===== src/rtl/shift_left.sv =====
// Symbol-granular shifter: moves symbols toward the LSB end, filling the MSB end.
// Combinational result plus registered copy and a saturating invalid-shift counter.
module shift_left #(
  parameter int SYMBOL_WIDTH = 12,
  parameter int NUM_SYMBOLS  = 8,
  parameter int VECTOR_WIDTH = SYMBOL_WIDTH * NUM_SYMBOLS,
  parameter int SHIFT_WIDTH  = 3,
  parameter int MAX_SHIFT    = 5
) (
  input  logic                    clk,
  input  logic                    rst,
  input  logic [VECTOR_WIDTH-1:0] in,
  input  logic [SHIFT_WIDTH-1:0]  shift,
  input  logic [SYMBOL_WIDTH-1:0] fill,
  output logic [VECTOR_WIDTH-1:0] out,
  output logic                    out_valid,
  output logic [VECTOR_WIDTH-1:0] out_q,
  output logic                    out_valid_q,
  output logic [7:0]              invalid_count
);

  logic [VECTOR_WIDTH-1:0] w_out;
  logic                    w_valid;
  logic [VECTOR_WIDTH-1:0] r_out;
  logic                    r_valid;
  logic [7:0]              r_cnt;

  // Symbol j takes fill for j < shift, else input symbol j-shift.
  always_comb begin
    w_out = '0;
    for (int j = 0; j < NUM_SYMBOLS; j++) begin
      if (j < int'(32'(shift))) begin
        w_out[SYMBOL_WIDTH*(NUM_SYMBOLS-1-j) +: SYMBOL_WIDTH] = fill;
      end else begin
        w_out[SYMBOL_WIDTH*(NUM_SYMBOLS-1-j) +: SYMBOL_WIDTH] =
          in[SYMBOL_WIDTH*(NUM_SYMBOLS-1-(j-int'(32'(shift)))) +: SYMBOL_WIDTH];
      end
    end
  end

  assign w_valid = (32'(shift) <= 32'(MAX_SHIFT));

  always_ff @(posedge clk) begin
    if (rst) begin
      r_out   <= '0;
      r_valid <= 1'b0;
      r_cnt   <= 8'd0;
    end else begin
      r_out   <= w_out;
      r_valid <= w_valid;
      if (!w_valid && r_cnt != 8'hFF) begin
        r_cnt <= r_cnt + 8'd1;
      end
    end
  end

  assign out           = w_out;
  assign out_valid     = w_valid;
  assign out_q         = r_out;
  assign out_valid_q   = r_valid;
  assign invalid_count = r_cnt;

endmodule


===== config.mk =====
export PLATFORM = sky130hd
export DESIGN_NAME = shift_left
export DESIGN_NICKNAME = d
export VERILOG_FILES = /design/src/rtl/shift_left.sv
export SDC_FILE = /design/constraint.sdc
export NUM_CORES = 1
export LEC_CHECK = 0
export ABC_CLOCK_PERIOD_IN_PS = 15200
export CAP_MARGIN = 10
export CELL_PAD_IN_SITES_DETAIL_PLACEMENT = 0
export CELL_PAD_IN_SITES_GLOBAL_PLACEMENT = 1
export CORE_MARGIN = 3
export CORE_UTILIZATION = 41
export CTS_BUF_LIST = sky130_fd_sc_hd__clkbuf_16
export CTS_CLUSTER_DIAMETER = 50
export DETAILED_ROUTE_END_ITERATION = 6
export PLACE_DENSITY = 0.85
export SLEW_MARGIN = 20
export SYNTH_ARGS = -nofsm -noshare
export SYNTH_HDL_FRONTEND = slang
export SYNTH_SLANG_ARGS = --single-unit

===== constraint.sdc =====
create_clock -name clk -period 15.2 [get_ports clk]
set_input_delay 4.56 -clock clk [delete_from_list [all_inputs] [get_ports clk]]
set_output_delay 4.56 -clock clk [all_outputs]
set_load 0.02 [all_outputs]

==> impl_metrics.yaml <==
floorplan:
  rows: 71
  start_util: 0.418
  fp.dieW_um: 202
  core_um2: 37800
  dieArea_um2: 41000
  ios: 315
  die_h_um: 202
worst_setup_path:
  path_cells: "clkdlybuf4s50_1, inv_1, ha_4, inv_2, buf_4, ha_1, ha_1, inv_1, fa_1, xor2_1, nand2_1, o22ai_1, nor2_1, o21ai_0, clkdlybuf4s50_1"
  reg2reg_depth: 6
  crit_required_ns: 10.64
  arrival_ns: 9.77
  cp-end-kind: "primary output"
  crit_type: "primary input to primary output"
  path_max_fanout: 11
  critPathMaxStageDelay_ns: 0.77
  cp_slowest_cell: "clkdlybuf4s50_1"
  crit_path_start_kind: "primary input"
finish:
  multi_input_area_um2: 12600
  nFillCells: 3518
  drive_gt1_frac: 0.211
  post-route-util: 0.508
  nets: 1956
  final_area_um2: 19200
  fin_cells: 2317
  seqCellArea_um2: 2100
  area_growth_pct: 21.6
  antennaDiodeCount: 0
synth:
  ys_warn_count: 0
  synth_seq_cells: 105
  yosys.area.top_type_share: 0.326
  synth_area_um2: 15800
  seq_area_frac_synth: 0.133
  synth_area_per_cell_um2: 9.71
  async_reset_ff_frac: 0
  syn-instance-count: 1630
  synth_common_cells: "mux4_2 (229), nand2_1 (179), mux2i_1 (178)"
  synth_edf_count: 0
  ys.flop_type: "dfxtp_1"
  yosysTopAreaCell: "mux4_2"
  synth_area_leaders: "mux4_2 (33%), dfxtp_1 (13%), mux2i_1 (11%)"
  yosysMostFrequentCell: "mux4_2"
  synth.distinct_cells: 69
  synth_fp_nets: 1785
clocking:
  path_clk_slew_ns: 0.08
  h-tree-depth: 3
  cts_tree: "built"
  cts_root_buf: "clkbuf_16"
  cts_setup_buffers: 0
  clk_path_buf_depth: 2
  clkSinkCount: 105
  clkLatencyLatePin_ns: 0.39
  ctsHoldBuffers: 0
  cts_resized: 0
  cts_buffers: 9
detailed_routing:
  vias: 15843
  routed_wl_um: 74500
  drc: 0
  vias_per_cell: 6.84
  ant_nets: 0
  drtIter0Drc: 2085
  wl_per_cell_um: 32.1
  first_pass_iters: 6
power_and_ir_drop:
  finalPower_mw: 1.84
  power_leakage_nw: 7.17
  p_per_area_nw_per_um2: 95.5
  ir_drop_mv: 0.0595
worst_hold_path:
  hold_depth: 2
  hold_class: "register to register"
sta:
  worst_slew_pin_slew_ns: 1.08
  skew_ns: 0.00108
  rsz0062_at_grt: "false"
  fmax_mhz: 69.8
  slew_viol_final: 0
  final_hold_viol_count: 0
  whs_ns: 0.506
  setup_violations: 0
  finalSetupTns_ns: 0
  setup_ws_ns: 0.873
  slew_headroom: 0.281
  fin_crit_ns: 14.33
  period_share: 0.943
global_routing:
  grt_pass1_wl_um: 107000
  gr-total-overflow: 0
  grt_pass1_vias: 14813
  grt_max_degree: 135
  grt_antenna_before_repair: 2
  grtUsageTotal: 0.353
place:
  dpl_worst_slack_ns: 1.06
  dpl-instance-area_um2: 19000
  post-place-cells: 2301
  hpwl_um: 58100
  place.gp.congestion: 1.01
  numPortBuffers: 314
outcome:
  outcome: "finished, final reports clean"
run:
  drv_cap: 0
## report_power, final
| part | switching, mW | total (mW) | internal (mW) |
|---|---|---|---|
| logic | 0.747 | 1.29 | 0.546 |
| registers | 0.00906 | 0.318 | 0.309 |
| clock network | 0.114 | 0.226 | 0.111 |
## registers in the layout, indices dropped and copies added, names as in the netlist
| signal | flops |
|---|---|
| out_valid_q | 1 |
| out_q | 96 |
| invalid_count | 8 |
## final cells by class
type                            count  share of cell area
Multi-Input combinational cell   1291               0.654
Inverter                           36             0.00703
Timing Repair Buffer              358               0.183
Sequential cell                   105               0.109
Tap cell                          511              0.0332
Clock inverter                      7             0.00234
Clock buffer                        9              0.0117
## cell families (layout without fill, tap and decap cells)
kind of cell / Yosys count / in the layout / share of synthesized area
buffers and inverters: 234 / 410 / 0.0755
flip-flops: 105 / 105 / 0.133
multiplexers: 469 / 469 / 0.484
AO/OA/AOI/OAI: 331 / 331 / 0.136
AND/OR/NAND/NOR: 431 / 431 / 0.125
adder cells (fa/ha/maj): 42 / 42 / 0.0365
XOR/XNOR: 18 / 18 / 0.0109
## critical path, delay by kind of cell
kind	cells	cell delay [ns]
buffers and inverters	6	2.08
adder cells (fa/ha/maj)	4	1.32
XOR/XNOR	1	0.69
AO/OA/AOI/OAI	2	0.61
AND/OR/NAND/NOR	2	0.49
## path summary, 6_finish.rpt
check | from | to | slack, ns
max | shift[1] | out[37] | 0.87
min | invalid_count[1] | invalid_count[1] | 0.51
max reg2reg | invalid_count[0] | invalid_count[5] | 13.47
min reg2reg | invalid_count[1] | invalid_count[1] | 0.51
## metal layers
layer  global-route usage  vias to the layer above  part of all wire
met2                0.545                     1213              0.45
met4                0.144                        4             0.046
li1                     -                     6595                 -
met1                0.471                     7848              0.39
met5                    0                        -           0.00042
met3               0.0962                      183              0.12
## cells in the final DEF, fill, tap and decap left out, types with 34 or more instances in the layout
cell type | netlist | routed
a211oi_1 | 62 | 62
a21oi_1 | 53 | 53
buf_4 | 21 | 41
clkdlybuf4s50_1 | 0 | 312
dfxtp_1 | 105 | 105
ha_1 | 35 | 34
mux2_2 | 61 | 61
mux2i_1 | 178 | 178
mux4_2 | 229 | 229
nand2_1 | 179 | 179
nor2_1 | 103 | 103
nor2b_1 | 36 | 36
o21ai_0 | 85 | 85
o22ai_1 | 37 | 37
Note: power is estimated with default switching activity, not from simulation.
